`src/rtl/mem_access_unit_if.sv`:
```
// Signal bundle between the MEM pipeline stage, the memory access unit and data memory.
// The unit itself connects through the slave modport. The master modport is the
// surrounding pipeline/memory environment.
interface mem_access_unit_if;
    // Pipeline side
    logic [31:0] MEM_ALU_OUT;
    logic [31:0] MEM_WRITE_DATA;
    logic        MEM_DATA_MEM_READ;
    logic        MEM_DATA_MEM_WRITE;
    logic [2:0]  MEM_FUNC3;
    logic [31:0] MEM_DATA_MEM_READ_DATA;
    logic        MEM_STALL;
    logic        MEM_MISALIGNED;
    // Data memory side
    logic [31:0] DMEM_ADDR;
    logic [31:0] DMEM_WRITE_DATA;
    logic [3:0]  DMEM_BYTE_EN;
    logic        DMEM_READ;
    logic        DMEM_WRITE;
    logic [31:0] DMEM_READ_DATA;
    logic        DMEM_BUSYWAIT;

    modport master (
        output MEM_ALU_OUT, MEM_WRITE_DATA, MEM_DATA_MEM_READ, MEM_DATA_MEM_WRITE, MEM_FUNC3,
               DMEM_READ_DATA, DMEM_BUSYWAIT,
        input  MEM_DATA_MEM_READ_DATA, MEM_STALL, MEM_MISALIGNED,
               DMEM_ADDR, DMEM_WRITE_DATA, DMEM_BYTE_EN, DMEM_READ, DMEM_WRITE
    );

    modport slave (
        input  MEM_ALU_OUT, MEM_WRITE_DATA, MEM_DATA_MEM_READ, MEM_DATA_MEM_WRITE, MEM_FUNC3,
               DMEM_READ_DATA, DMEM_BUSYWAIT,
        output MEM_DATA_MEM_READ_DATA, MEM_STALL, MEM_MISALIGNED,
               DMEM_ADDR, DMEM_WRITE_DATA, DMEM_BYTE_EN, DMEM_READ, DMEM_WRITE
    );
endinterface

```
`src/rtl/mem_access_unit.sv`:
```
// Memory access unit: turns MEM-stage load/store requests into registered data-memory
// transactions (IDLE -> ACCESS -> DONE). It also formats store lanes and aligns and
// extends load data. The pipeline is stalled until the access completes.
// Optional build macro MISALIGNED_EXCEPTION_EN: misaligned half/word accesses skip memory
// and pulse MEM_MISALIGNED. When the macro is undefined they are silently aligned.
module mem_access_unit (
    input  logic             CLK,
    input  logic             RESET,
    mem_access_unit_if.slave bus
);

`ifdef MISALIGNED_EXCEPTION_EN
    localparam bit MisalignedEn = 1'b1;
`else
    localparam bit MisalignedEn = 1'b0;
`endif

    typedef enum logic [1:0] {StIdle, StAccess, StDone} state_e;

    state_e      state_q, state_d;
    logic [31:0] addr_q, addr_d;
    logic [31:0] wdata_q, wdata_d;
    logic [31:0] rdata_q, rdata_d;
    logic [3:0]  be_q, be_d;
    logic        rd_q, rd_d;
    logic        wr_q, wr_d;
    logic        mis_q, mis_d;
    logic [2:0]  func3_q, func3_d;
    logic [1:0]  off_q, off_d;

    logic        req;
    logic        misaligned;
    logic [1:0]  off;
    logic [3:0]  be_fmt;
    logic [31:0] wdata_fmt;
    logic [31:0] load_fmt;
    logic [7:0]  ld_byte;
    logic [15:0] ld_half;

    assign req = bus.MEM_DATA_MEM_READ | bus.MEM_DATA_MEM_WRITE;
    assign off = bus.MEM_ALU_OUT[1:0];

    // Halfword codes have func3[1:0]==01. Everything with func3[1] set, including
    // unsupported codes, is treated as a word access.
    assign misaligned = MisalignedEn &&
        (((bus.MEM_FUNC3[1:0] == 2'b01) && off[0]) || (bus.MEM_FUNC3[1] && (off != 2'b00)));

    // Store lane formatting. A halfword uses addr[1] only, so addr[0] is ignored.
    always_comb begin
        be_fmt    = 4'b1111;
        wdata_fmt = bus.MEM_WRITE_DATA;
        case (bus.MEM_FUNC3[1:0])
            2'b00: begin
                be_fmt    = 4'b0001 << off;
                wdata_fmt = {4{bus.MEM_WRITE_DATA[7:0]}};
            end
            2'b01: begin
                be_fmt    = 4'b0011 << {off[1], 1'b0};
                wdata_fmt = {2{bus.MEM_WRITE_DATA[15:0]}};
            end
            default: ;
        endcase
    end

    assign ld_byte = bus.DMEM_READ_DATA[{off_q, 3'b000} +: 8];
    assign ld_half = off_q[1] ? bus.DMEM_READ_DATA[31:16] : bus.DMEM_READ_DATA[15:0];

    // Load lane selection and extension, using the func3 and offset latched at request time.
    always_comb begin
        load_fmt = bus.DMEM_READ_DATA;
        case (func3_q)
            3'b000:  load_fmt = {{24{ld_byte[7]}}, ld_byte};
            3'b001:  load_fmt = {{16{ld_half[15]}}, ld_half};
            3'b100:  load_fmt = {24'h0, ld_byte};
            3'b101:  load_fmt = {16'h0, ld_half};
            default: load_fmt = bus.DMEM_READ_DATA;
        endcase
    end

    // Next-state logic for the FSM and for every registered output.
    always_comb begin
        state_d = state_q;
        addr_d  = addr_q;
        wdata_d = wdata_q;
        rdata_d = rdata_q;
        be_d    = be_q;
        rd_d    = rd_q;
        wr_d    = wr_q;
        mis_d   = mis_q;
        func3_d = func3_q;
        off_d   = off_q;
        unique case (state_q)
            StIdle: begin
                if (req) begin
                    addr_d  = {bus.MEM_ALU_OUT[31:2], 2'b00};
                    be_d    = be_fmt;
                    wdata_d = wdata_fmt;
                    func3_d = bus.MEM_FUNC3;
                    off_d   = off;
                    if (misaligned) begin
                        state_d = StDone;
                        mis_d   = 1'b1;
                        if (bus.MEM_DATA_MEM_READ) begin
                            rdata_d = 32'h0;
                        end
                    end else begin
                        state_d = StAccess;
                        // A read wins when both read and write are requested.
                        rd_d    = bus.MEM_DATA_MEM_READ;
                        wr_d    = ~bus.MEM_DATA_MEM_READ;
                    end
                end
            end
            StAccess: begin
                if (!bus.DMEM_BUSYWAIT) begin
                    state_d = StDone;
                    rd_d    = 1'b0;
                    wr_d    = 1'b0;
                    if (rd_q) begin
                        rdata_d = load_fmt;
                    end
                end
            end
            StDone: begin
                state_d = StIdle;
                mis_d   = 1'b0;
            end
            default: state_d = StIdle;
        endcase
    end

    // State and output registers. Reset abandons any access in flight.
    always_ff @(posedge CLK or negedge RESET) begin
        if (!RESET) begin
            state_q <= StIdle;
            addr_q  <= 32'h0;
            wdata_q <= 32'h0;
            rdata_q <= 32'h0;
            be_q    <= 4'h0;
            rd_q    <= 1'b0;
            wr_q    <= 1'b0;
            mis_q   <= 1'b0;
            func3_q <= 3'h0;
            off_q   <= 2'h0;
        end else begin
            state_q <= state_d;
            addr_q  <= addr_d;
            wdata_q <= wdata_d;
            rdata_q <= rdata_d;
            be_q    <= be_d;
            rd_q    <= rd_d;
            wr_q    <= wr_d;
            mis_q   <= mis_d;
            func3_q <= func3_d;
            off_q   <= off_d;
        end
    end

    assign bus.DMEM_ADDR              = addr_q;
    assign bus.DMEM_WRITE_DATA        = wdata_q;
    assign bus.DMEM_BYTE_EN           = be_q;
    assign bus.DMEM_READ              = rd_q;
    assign bus.DMEM_WRITE             = wr_q;
    assign bus.MEM_DATA_MEM_READ_DATA = rdata_q;
    assign bus.MEM_MISALIGNED         = mis_q;
    // Stall drops during reset so that a held request does not keep the pipeline frozen.
    assign bus.MEM_STALL              = RESET && req && (state_q != StDone);

endmodule

```
`src/flat_wrapper.sv`:
```
// flat-port wrapper written by rule: the top's interface ports become plain ports
module mem_access_unit_flat 
  (CLK, RESET, bus_MEM_ALU_OUT, bus_MEM_WRITE_DATA, bus_MEM_DATA_MEM_READ, bus_MEM_DATA_MEM_WRITE, bus_MEM_FUNC3, bus_DMEM_READ_DATA, bus_DMEM_BUSYWAIT, bus_MEM_DATA_MEM_READ_DATA, bus_MEM_STALL, bus_MEM_MISALIGNED, bus_DMEM_ADDR, bus_DMEM_WRITE_DATA, bus_DMEM_BYTE_EN, bus_DMEM_READ, bus_DMEM_WRITE);
  mem_access_unit_if bus_i ();
  input  logic CLK;
  input  logic RESET;
  input wire logic [$bits(bus_i.MEM_ALU_OUT)-1:0] bus_MEM_ALU_OUT;
  input wire logic [$bits(bus_i.MEM_WRITE_DATA)-1:0] bus_MEM_WRITE_DATA;
  input wire logic [$bits(bus_i.MEM_DATA_MEM_READ)-1:0] bus_MEM_DATA_MEM_READ;
  input wire logic [$bits(bus_i.MEM_DATA_MEM_WRITE)-1:0] bus_MEM_DATA_MEM_WRITE;
  input wire logic [$bits(bus_i.MEM_FUNC3)-1:0] bus_MEM_FUNC3;
  input wire logic [$bits(bus_i.DMEM_READ_DATA)-1:0] bus_DMEM_READ_DATA;
  input wire logic [$bits(bus_i.DMEM_BUSYWAIT)-1:0] bus_DMEM_BUSYWAIT;
  output wire logic [$bits(bus_i.MEM_DATA_MEM_READ_DATA)-1:0] bus_MEM_DATA_MEM_READ_DATA;
  output wire logic [$bits(bus_i.MEM_STALL)-1:0] bus_MEM_STALL;
  output wire logic [$bits(bus_i.MEM_MISALIGNED)-1:0] bus_MEM_MISALIGNED;
  output wire logic [$bits(bus_i.DMEM_ADDR)-1:0] bus_DMEM_ADDR;
  output wire logic [$bits(bus_i.DMEM_WRITE_DATA)-1:0] bus_DMEM_WRITE_DATA;
  output wire logic [$bits(bus_i.DMEM_BYTE_EN)-1:0] bus_DMEM_BYTE_EN;
  output wire logic [$bits(bus_i.DMEM_READ)-1:0] bus_DMEM_READ;
  output wire logic [$bits(bus_i.DMEM_WRITE)-1:0] bus_DMEM_WRITE;
  assign bus_i.MEM_ALU_OUT = bus_MEM_ALU_OUT;
  assign bus_i.MEM_WRITE_DATA = bus_MEM_WRITE_DATA;
  assign bus_i.MEM_DATA_MEM_READ = bus_MEM_DATA_MEM_READ;
  assign bus_i.MEM_DATA_MEM_WRITE = bus_MEM_DATA_MEM_WRITE;
  assign bus_i.MEM_FUNC3 = bus_MEM_FUNC3;
  assign bus_i.DMEM_READ_DATA = bus_DMEM_READ_DATA;
  assign bus_i.DMEM_BUSYWAIT = bus_DMEM_BUSYWAIT;
  assign bus_MEM_DATA_MEM_READ_DATA = bus_i.MEM_DATA_MEM_READ_DATA;
  assign bus_MEM_STALL = bus_i.MEM_STALL;
  assign bus_MEM_MISALIGNED = bus_i.MEM_MISALIGNED;
  assign bus_DMEM_ADDR = bus_i.DMEM_ADDR;
  assign bus_DMEM_WRITE_DATA = bus_i.DMEM_WRITE_DATA;
  assign bus_DMEM_BYTE_EN = bus_i.DMEM_BYTE_EN;
  assign bus_DMEM_READ = bus_i.DMEM_READ;
  assign bus_DMEM_WRITE = bus_i.DMEM_WRITE;
  mem_access_unit u_core (.CLK(CLK), .RESET(RESET), .bus(bus_i));
endmodule
```
`config.mk`:
```
export PLATFORM = sky130hd
export DESIGN_NAME = mem_access_unit_flat
export DESIGN_NICKNAME = d
export VERILOG_FILES = /design/src/rtl/mem_access_unit_if.sv /design/src/rtl/mem_access_unit.sv /design/src/flat_wrapper.sv
export SDC_FILE = /design/constraint.sdc
export NUM_CORES = 1
export LEC_CHECK = 0
export BUFFER_PORTS_ARGS = -buffer_cell sky130_fd_sc_hd__buf_2
export CORE_MARGIN = 4
export CORE_UTILIZATION = 45
export CTS_BUF_LIST = sky130_fd_sc_hd__clkbuf_4 sky130_fd_sc_hd__clkbuf_8 sky130_fd_sc_hd__clkbuf_16
export DETAILED_ROUTE_END_ITERATION = 8
export PLACE_DENSITY_LB_ADDON = 0.15
export SYNTH_ARGS = -nofsm -noshare
export SYNTH_HDL_FRONTEND = slang
export SYNTH_SLANG_ARGS = --single-unit
```
`constraint.sdc`:
```
create_clock -name CLK -period 2.8 [get_ports CLK]
set_clock_uncertainty 0.1 [all_clocks]
set_input_delay 0.7 -clock CLK [delete_from_list [all_inputs] [get_ports CLK]]
set_output_delay 0.7 -clock CLK [all_outputs]
set_load 0.02 [all_outputs]
```
======== Word-level counts from Yosys, hierarchy flattened ========
Index checks and enable logic that the tools add are counted.
storage, ports and cells
  register bits ........................... 107
  input port bits ......................... 104
  output and inout bits ................... 104
  logic and storage cells ................. 45
cells by class
  eq/ne operators ......................... 8
  shift-type cells ........................ 3
  multiplexer cells ....................... 12
  bitwise gates (word level) .............. 3
  reduce and logical (&&, ||, !) cells .... 10
operators by type and width
  kind                   count
  $pmux W32 S4           1
  $pmux W32 S2           1
  $shiftx A32 B6 Y8      1
  $mux W16               1
  $pmux W4 S2            1
  $eq A3 B3 Y1 const B   2
  $reduce_and A3 Y1      2
  $eq A2 B1 Y1 const B   2
  $logic_not A2 Y1       2
  $mux W2                2
  $ne A2 B2 Y1 const B   2
  $pmux W1 S2            2
  $pmux W2 S2            1
  $reduce_and A2 Y1      2
  $shl A1 B2 Y4 const A  1
  $shl A2 B2 Y4 const A  1
  $eq A3 B1 Y1 const B   1
  $logic_not A3 Y1       1
  $mux W1                3
  $logic_and A1 B1 Y1    2
  $ne A2 B1 Y1 const B   1
  $not A1 Y1             2
  $reduce_bool A2 Y1     1
  $or A1 B1 Y1           1

======== Longest topological paths before layout ========
Gate-level depths: netlist of run 1.
  word-level depth ........................ 3
  depth in mapped cells ................... 7
  mapped depth without buffers ............ 4

======== Worst setup path before layout of run 1 ========
No wires, ideal clock.
  path type ............................... input-to-reg
  start ................................... input port bus_MEM_DATA_MEM_WRITE
  end ..................................... register u_core.wr_q, in the netlist u_core.bus.DMEM_WRITE
  library setup time ...................... 0.132 ns
  arrival ................................. 1.694 ns
  required time ........................... 2.568 ns
  slack ................................... 0.875 ns
  stages .................................. 6
  path buffers ............................ 3
  cells stage by stage .................... nor2_1 -> or3_1 -> buf_2 -> clkbuf_1 -> clkbuf_1 -> o2bb2ai_1
between the ends
  cells in the longest elaborated chain, start to end .. 3
RTL lines
  element                             RTL line                source
  start: declaration                  flat_wrapper.sv:10      input wire logic [$bits(bus_i.MEM_DATA_MEM_WRITE)-1:0] bus_MEM_DATA_MEM_WRITE;
  $or A1 B1 Y1                        mem_access_unit.sv:40   assign req = bus.MEM_DATA_MEM_READ | bus.MEM_DATA_MEM_WRITE;
  $ne A2 B1 Y1 (no source line)       -
  $reduce_and A3 Y1 (no source line)  -
  end signal: assignment              mem_access_unit.sv:152  wr_q <= wr_d;
  end: declaration                    mem_access_unit.sv:26   logic wr_q, wr_d;
No other way between the ends.
A chain may end at the register's enable or synchronous reset.

======== Worst setup path in the final report of run 1 ========
  start ................................... register u_core.state_q[1]
  end ..................................... output port bus_MEM_STALL
between the ends
  cells in the longest elaborated chain, start to end .. 2
RTL lines
  element                   RTL line                source
  start: declaration        mem_access_unit.sv:20   state_e state_q, state_d;
  start signal: assignment  mem_access_unit.sv:135  state_q <= StIdle;
  start signal: assignment  mem_access_unit.sv:146  state_q <= state_d;
  $ne A2 B2 Y1              mem_access_unit.sv:167  assign bus.MEM_STALL = RESET && req && (state_q != StDone);
  $logic_and A1 B1 Y1       mem_access_unit.sv:167
  end: declaration          flat_wrapper.sv:15      output wire logic [$bits(bus_i.MEM_STALL)-1:0] bus_MEM_STALL;
No other way between the ends.

==> impl_metrics.ini, run 1 <==
[flow_run]
maxCapViolCount = 0

[critical_path]
cp_cell_sequence = inv_1, o21ai_0, nor2_1, buf_2
critPathBufInv = 2
setup.worst_path.class = reg -> out
required_ps = 2000
cpPeakStageDelay_ps = 460
start_kind = flip-flop
rr_worst_depth = 4
path_depth = 4
slowest_stage = dfrtp_1
cp.arrival_ps = 1380
crit_family = flip-flops
worstPathMaxFanout = 4
endpoint_kind = output port

[synthesis]
synth.distinct_cells = 32
ys_top_cells_by_area = dfrtp_1 (54%), nand2_1 (15%), mux2i_1 (6.5%), nand3_1 (4.1%), o21ai_0 (3.9%)
ys_warn_count = 0
syn_avg_cell_area_um2 = 8.99
syn_area_um2 = 4940
yosys_register_bits = 107
yosysSeqAreaShare = 0.542
syn_inst = 550
yosysTopAreaCellShare = 0.542
yosysTopAreaCell = dfrtp_1

[clock_tree]
cts_setup_buffers = 0
cts_tree = yes
insertion_delay_ps = 370
cts_root_buffer = clkbuf_8
numCtsBuffers = 9
cts_hold_buffers = 0
cts_buffer_depth = 2
clk_pin_slew_ps = 90
cts_resized = 0
clock_sink_count = 107
cts.htree.levels = 3

[route]
finalWirelength_um = 14100
drcViolationCount = 0
vias = 4559
dr.pass1.iters = 7
dr.first_iter.drc_count = 322
ant_nets = 0
viasPerCell = 5.16
routedWlPerCell_um = 16.0

[grt]
grt_overflow = 0
grt_pass1_vias = 4512
antenna_found_initial = 1
grt_pass1_wl_um = 22900
grt_usage = 0.225
grt_max_degree = 55

[die]
die_h_um = 113
core_um2 = 10800
die_area_um2 = 12700
start_util = 0.458
rows = 38
io_pins = 208
die_x_um = 113

[sta]
final_max_slew_viol_count = 0
setup_violations = 0
max-slew-margin-rel = 0.409
hold_viol = 0
fin_crit_sh = 0.779
setup_tns_ps = 0
rsz0062_at_grt = no
period_needed_ps = 2180
worst_pin_slew_ps = 886
maxClockFrequency_mhz = 459

[power]
power_leakage_nw = 3.43
power_density_nw_per_um2 = 1160
p_comb_frac = 0.481
p_int_mw = 4.01
switching_power_mw = 3.29
pwr-share-seq = 0.383
clockPowerShare = 0.136
peakVddDrop_mv = 0.532
switching_share = 0.451

[placement]
place_area_um2 = 6070
gp_congestion = 0.839
dp_hpwl_um = 10400
io_buffers = 204

[finish]
drive_gt1_frac = 0.334
syn_to_final_growth_pct = 26.9
diodes = 0
final_area_um2 = 6270
nets = 843
nFillCells = 1027

[hold_path]
whs_path_depth = 2
hold_class = reg -> reg

[run_status]
status = completed
-- routing by layer --
layer | up-vias | share of wire | track usage
li1 | 2194 | - | -
met5 | - | 0.00085 | 0
met1 | 2156 | 0.40 | 0.282
met4 | 2 | 0.022 | 0.0897
met3 | 25 | 0.078 | 0.0561
met2 | 182 | 0.50 | 0.373
-- worst paths after layout --
kind                            slack (ps)                              startpoint                                                end
worst max-delay path                   620           u_core.state_q[1]$_DFFE_PN0P_                                      bus_MEM_STALL
worst min-delay path                   370  u_core.bus.DMEM_BYTE_EN[1]$_DFFE_PN0P_             u_core.bus.DMEM_BYTE_EN[1]$_DFFE_PN0P_
worst max register to register         650           u_core.func3_q[1]$_DFFE_PN0P_   u_core.bus.MEM_DATA_MEM_READ_DATA[2]$_DFFE_PN0P_
worst min register to register         370  u_core.bus.DMEM_BYTE_EN[1]$_DFFE_PN0P_             u_core.bus.DMEM_BYTE_EN[1]$_DFFE_PN0P_
max in group asynchronous             1730                                   RESET  u_core.bus.MEM_DATA_MEM_READ_DATA[30]$_DFFE_PN0P_
min in group asynchronous              400                                   RESET                        u_core.off_q[0]$_DFFE_PN0P_
-- registers in the layout (all words and copies together) (netlist names) --
register / cells
u_core.bus.DMEM_READ: 1
u_core.off_q: 2
u_core.state_q: 2
u_core.bus.DMEM_WRITE_DATA: 32
u_core.bus.DMEM_ADDR: 30
u_core.bus.DMEM_BYTE_EN: 4
u_core.func3_q: 3
u_core.bus.DMEM_WRITE: 1
u_core.bus.MEM_DATA_MEM_READ_DATA: 32
-- synthesized netlist by cell type --
cell type	n
o211a_1	1
buf_2	5
a22oi_1	9
nor3b_4	1
mux2i_1	32
buf_1	2
nand3_1	40
buf_6	1
a21oi_1	10
inv_2	1
and2_1	1
a31oi_1	8
nor2_1	24
clkbuf_1	29
a31o_2	1
a2bb2oi_1	8
nand2_2	1
dfrtp_1	107
nor2b_1	2
nand2_1	196
buf_4	4
inv_1	2
nand2b_1	2
o2bb2ai_1	1
a22o_1	1
o21ai_0	39
conb_1	1
mux2_2	10
or3_1	1
nor3_1	1
a2111o_1	1
a21o_1	8
-- power by group through the flow --
stage                     sequential [mW]  combinational (mW)  clock, mW
after floorplan                      3.58                1.53          0
after global placement               2.79                3.49          0
after detailed placement             2.81                3.58          0
after CTS                            2.80                3.57       1.02
after global routing                 2.90                3.89       1.09
final                                2.80                3.51      0.990
-- kinds of logic (layout without fill, tap and decap cells) --
| group | count (synthesis) | after routing | share of synthesized area |
|---|---|---|---|
| AND/OR/NAND/NOR | 269 | 269 | 0.221 |
| multiplexers | 42 | 42 | 0.0876 |
| other | 1 | 3 | 0.000759 |
| AO/OA/AOI/OAI | 87 | 87 | 0.109 |
| buffers and inverters | 44 | 235 | 0.0392 |
| flip-flops | 107 | 107 | 0.542 |
-- stage by stage --
| stage | power (mW) | hold WS (ps) | instances | setup slack (ps) | utilization |
|---|---|---|---|---|---|
| 2_1_floorplan | 5.10 | 304 | 552 | 875 | - |
| 3_3_place_gp | 6.28 | 353 | 868 | 618 | 0.562 |
| 3_5_place_dp | 6.39 | 355 | 868 | 527 | 0.562 |
| 4_1_cts | 7.39 | 376 | 883 | 627 | 0.581 |
| 5_1_grt | 7.88 | 393 | 883 | 479 | 0.581 |
| 6_report | 7.30 | 373 | 883 | 620 | 0.581 |
-- worst min-delay path: stages, from the launching register on --
cell and delay [ps]:
dfrtp_1 350, nand2_1 50, nand2_1 50
-- area by class of cell --
class	instances	area [um^2]	share of cell area
timing repair buffer	217	1120	0.179
tap	140	175	0.0279
inverter	3	11.3	0.00180
multi-input combinational	401	2080	0.332
clock inverter	2	35.0	0.00559
sequential	107	2680	0.427
clock buffer	13	166	0.0265
-- cell usage in the layout, fill, tap and decap left out, drive strengths merged --
cell type and n:
buf 217, nand2 197, dfrtp 107, nand3 40, o21ai 39, mux2i 32
nor2 24, clkbuf 13, a21oi 10, mux2 10, a22oi 9, a2bb2oi 8
a21o 8, a31oi 8, conb 3, inv 3, nand2b 2, nor2b 2
nor3 1, or3 1, nor3b 1, a2111o 1, and2 1, o211a 1
a22o 1, a31o 1, o2bb2ai 1, bufinv 1, clkinv 1
Note: power is estimated with default switching activity, not from simulation.
==> run 2: changes to the inputs <==
--- a/config.mk
+++ b/config.mk
@@ -7,7 +7,7 @@
 export LEC_CHECK = 0
 export BUFFER_PORTS_ARGS = -buffer_cell sky130_fd_sc_hd__buf_2
 export CORE_MARGIN = 4
-export CORE_UTILIZATION = 45
+export CORE_UTILIZATION = 43
 export CTS_BUF_LIST = sky130_fd_sc_hd__clkbuf_4 sky130_fd_sc_hd__clkbuf_8 sky130_fd_sc_hd__clkbuf_16
 export DETAILED_ROUTE_END_ITERATION = 8
 export PLACE_DENSITY_LB_ADDON = 0.15
==> constraint.sdc (replaced) <==
create_clock -name CLK -period 1.8 [get_ports CLK]
set_clock_uncertainty 0.1 [all_clocks]
set_input_delay 0.45 -clock CLK [delete_from_list [all_inputs] [get_ports CLK]]
set_output_delay 0.45 -clock CLK [all_outputs]
set_load 0.02 [all_outputs]
==> impl_metrics.ini, run 2 (synthesis gave the netlist of run 1 again) <==
[run_status]
status = completed

[finish]
syn_to_final_growth_pct = 31.5
drive_gt1_frac = 0.346
multi_input_area_um2 = 2080
layout_common_cells = buf_2 (202), nand2_1 (196), dfrtp_1 (106)
diodes = 0
nFillCells = 1020
area.sequential_um2 = 2680
fin_util = 0.589
final_common_cell = buf_2
nets = 853

[sta]
period_needed_ps = 1760
setup_violations = 0
rsz0062_at_grt = yes
fin_crit_sh = 0.980
finalWorstSetupSlack_ps = 36.7
holdWs_ps = 119
final_max_slew_viol_count = 0
setup_tns_ps = 0
maxClockFrequency_mhz = 567
max-slew-margin-rel = 0.626
worst_pin_slew_ps = 562
hold_viol = 0

[grt]
top_usage_layer = met2
grt_util_met1 = 0.264
grt_overflow = 0
grt_usage = 0.210
grt_pass1_wl_um = 22300
antenna_found_initial = 0
use_met2 = 0.358
gr-usage-met3 = 0.0468
grt_pass1_vias = 4654
grt_max_degree = 108

[critical_path]
rr_worst_depth = 5
worstPathMaxFanout = 4
r2r_end = u_core.bus.MEM_DATA_MEM_READ_DATA[27]$_DFFE_PN0P_
setup.worst_path.class = reg -> out
required_ps = 1250
start_kind = flip-flop
reg2reg_slack_ps = 100
timing.rr.start = u_core.off_q[0]$_DFFE_PN0P_
cp.arrival_ps = 1210
endpoint_kind = output port

[placement]
gp_congestion = 0.889
dp_hpwl_um = 10500
io_buffers = 204
preCtsSetupSlack_ps = -5.80

[die]
die_area_um2 = 13300
die_h_um = 115
core_um2 = 11000
die_x_um = 115
start_util = 0.448
io_pins = 208
rows = 38

[clock_tree]
cts.htree.levels = 3
cts_tree = yes
clock_sink_count = 107
clk_pin_slew_ps = 70
cts_buffer_depth = 2
numCtsBuffers = 9
cts_root_buffer = clkbuf_16
insertion_delay_ps = 340

[flow_run]
maxCapViolCount = 0

[route]
dr.first_iter.drc_count = 291
routedWlPerCell_um = 15.8
dr.pass1.iters = 5
viasPerCell = 5.18
ant_nets = 0
drcViolationCount = 0
finalWirelength_um = 14200
vias = 4628

[hold_path]
hold_class = in -> async

[power]
power_density_nw_per_um2 = 1830
p_total_mw = 11.9
power_leakage_nw = 3.54
peakVddDrop_mv = 0.867
==> run 2: metal layers <==
layer	vias up	routed length [um]
li1	2226	-
met1	2209	5830
met2	175	6990
met3	18	1100
met4	0	233
met5	-	0
==> run 2: final cells by class <==
type                            instances  area share
Clock buffer                           13      0.0412
Clock inverter                          3     0.00346
Inverter                                3     0.00173
Multi-Input combinational cell        401       0.321
Sequential cell                       107       0.412
Tap cell                              140      0.0269
Timing Repair Buffer                  227       0.194
==> run 2: timing repair <==
action,4_1_cts,5_1_grt
pin swaps,0,1
endpoints found under the setup margin,1,3
setup buffers,1,1
resized for setup,0,4
hold buffers,0,0
==> run 2: report_power, final <==
group          switching, mW  internal, mW
clock network          0.853          1.05
registers              0.697          3.58
logic                   3.66          2.07
==> run 2: metrics by stage <==
step	instances	cell area [um^2]
after floorplan	552	4950
after global placement	876	6190
after detailed placement	876	6190
after CTS	893	6490
after global routing	894	6500
final	894	6500
==> run 2: worst max-delay path: stages, from the launching register on <==
cell	delay, ps
dfrtp_1	440
inv_2	80
o21ai_1	50
nor2_1	140
buf_4	160
==> run 2: worst max-delay path by stage <==
| stage | from | end | slack [ps] | cells past startpoint |
|---|---|---|---|---|
| CTS | u_core.state_q[1]$_DFFE_PN0P_ | bus_MEM_STALL | 5 | 4 |
| global route | u_core.state_q[1]$_DFFE_PN0P_ | bus_MEM_STALL | -9 | 4 |
| floorplan | bus_MEM_DATA_MEM_WRITE | u_core.bus.DMEM_WRITE$_DFFE_PN0P_ | 120 | 6 |
| finish | u_core.state_q[1]$_DFFE_PN0P_ | bus_MEM_STALL | 40 | 4 |
| detailed placement | bus_DMEM_READ_DATA[23] | u_core.bus.MEM_DATA_MEM_READ_DATA[27]$_DFFE_PN0P_ | -6 | 6 |
| global placement | bus_DMEM_READ_DATA[23] | u_core.bus.MEM_DATA_MEM_READ_DATA[21]$_DFFE_PN0P_ | 30 | 6 |
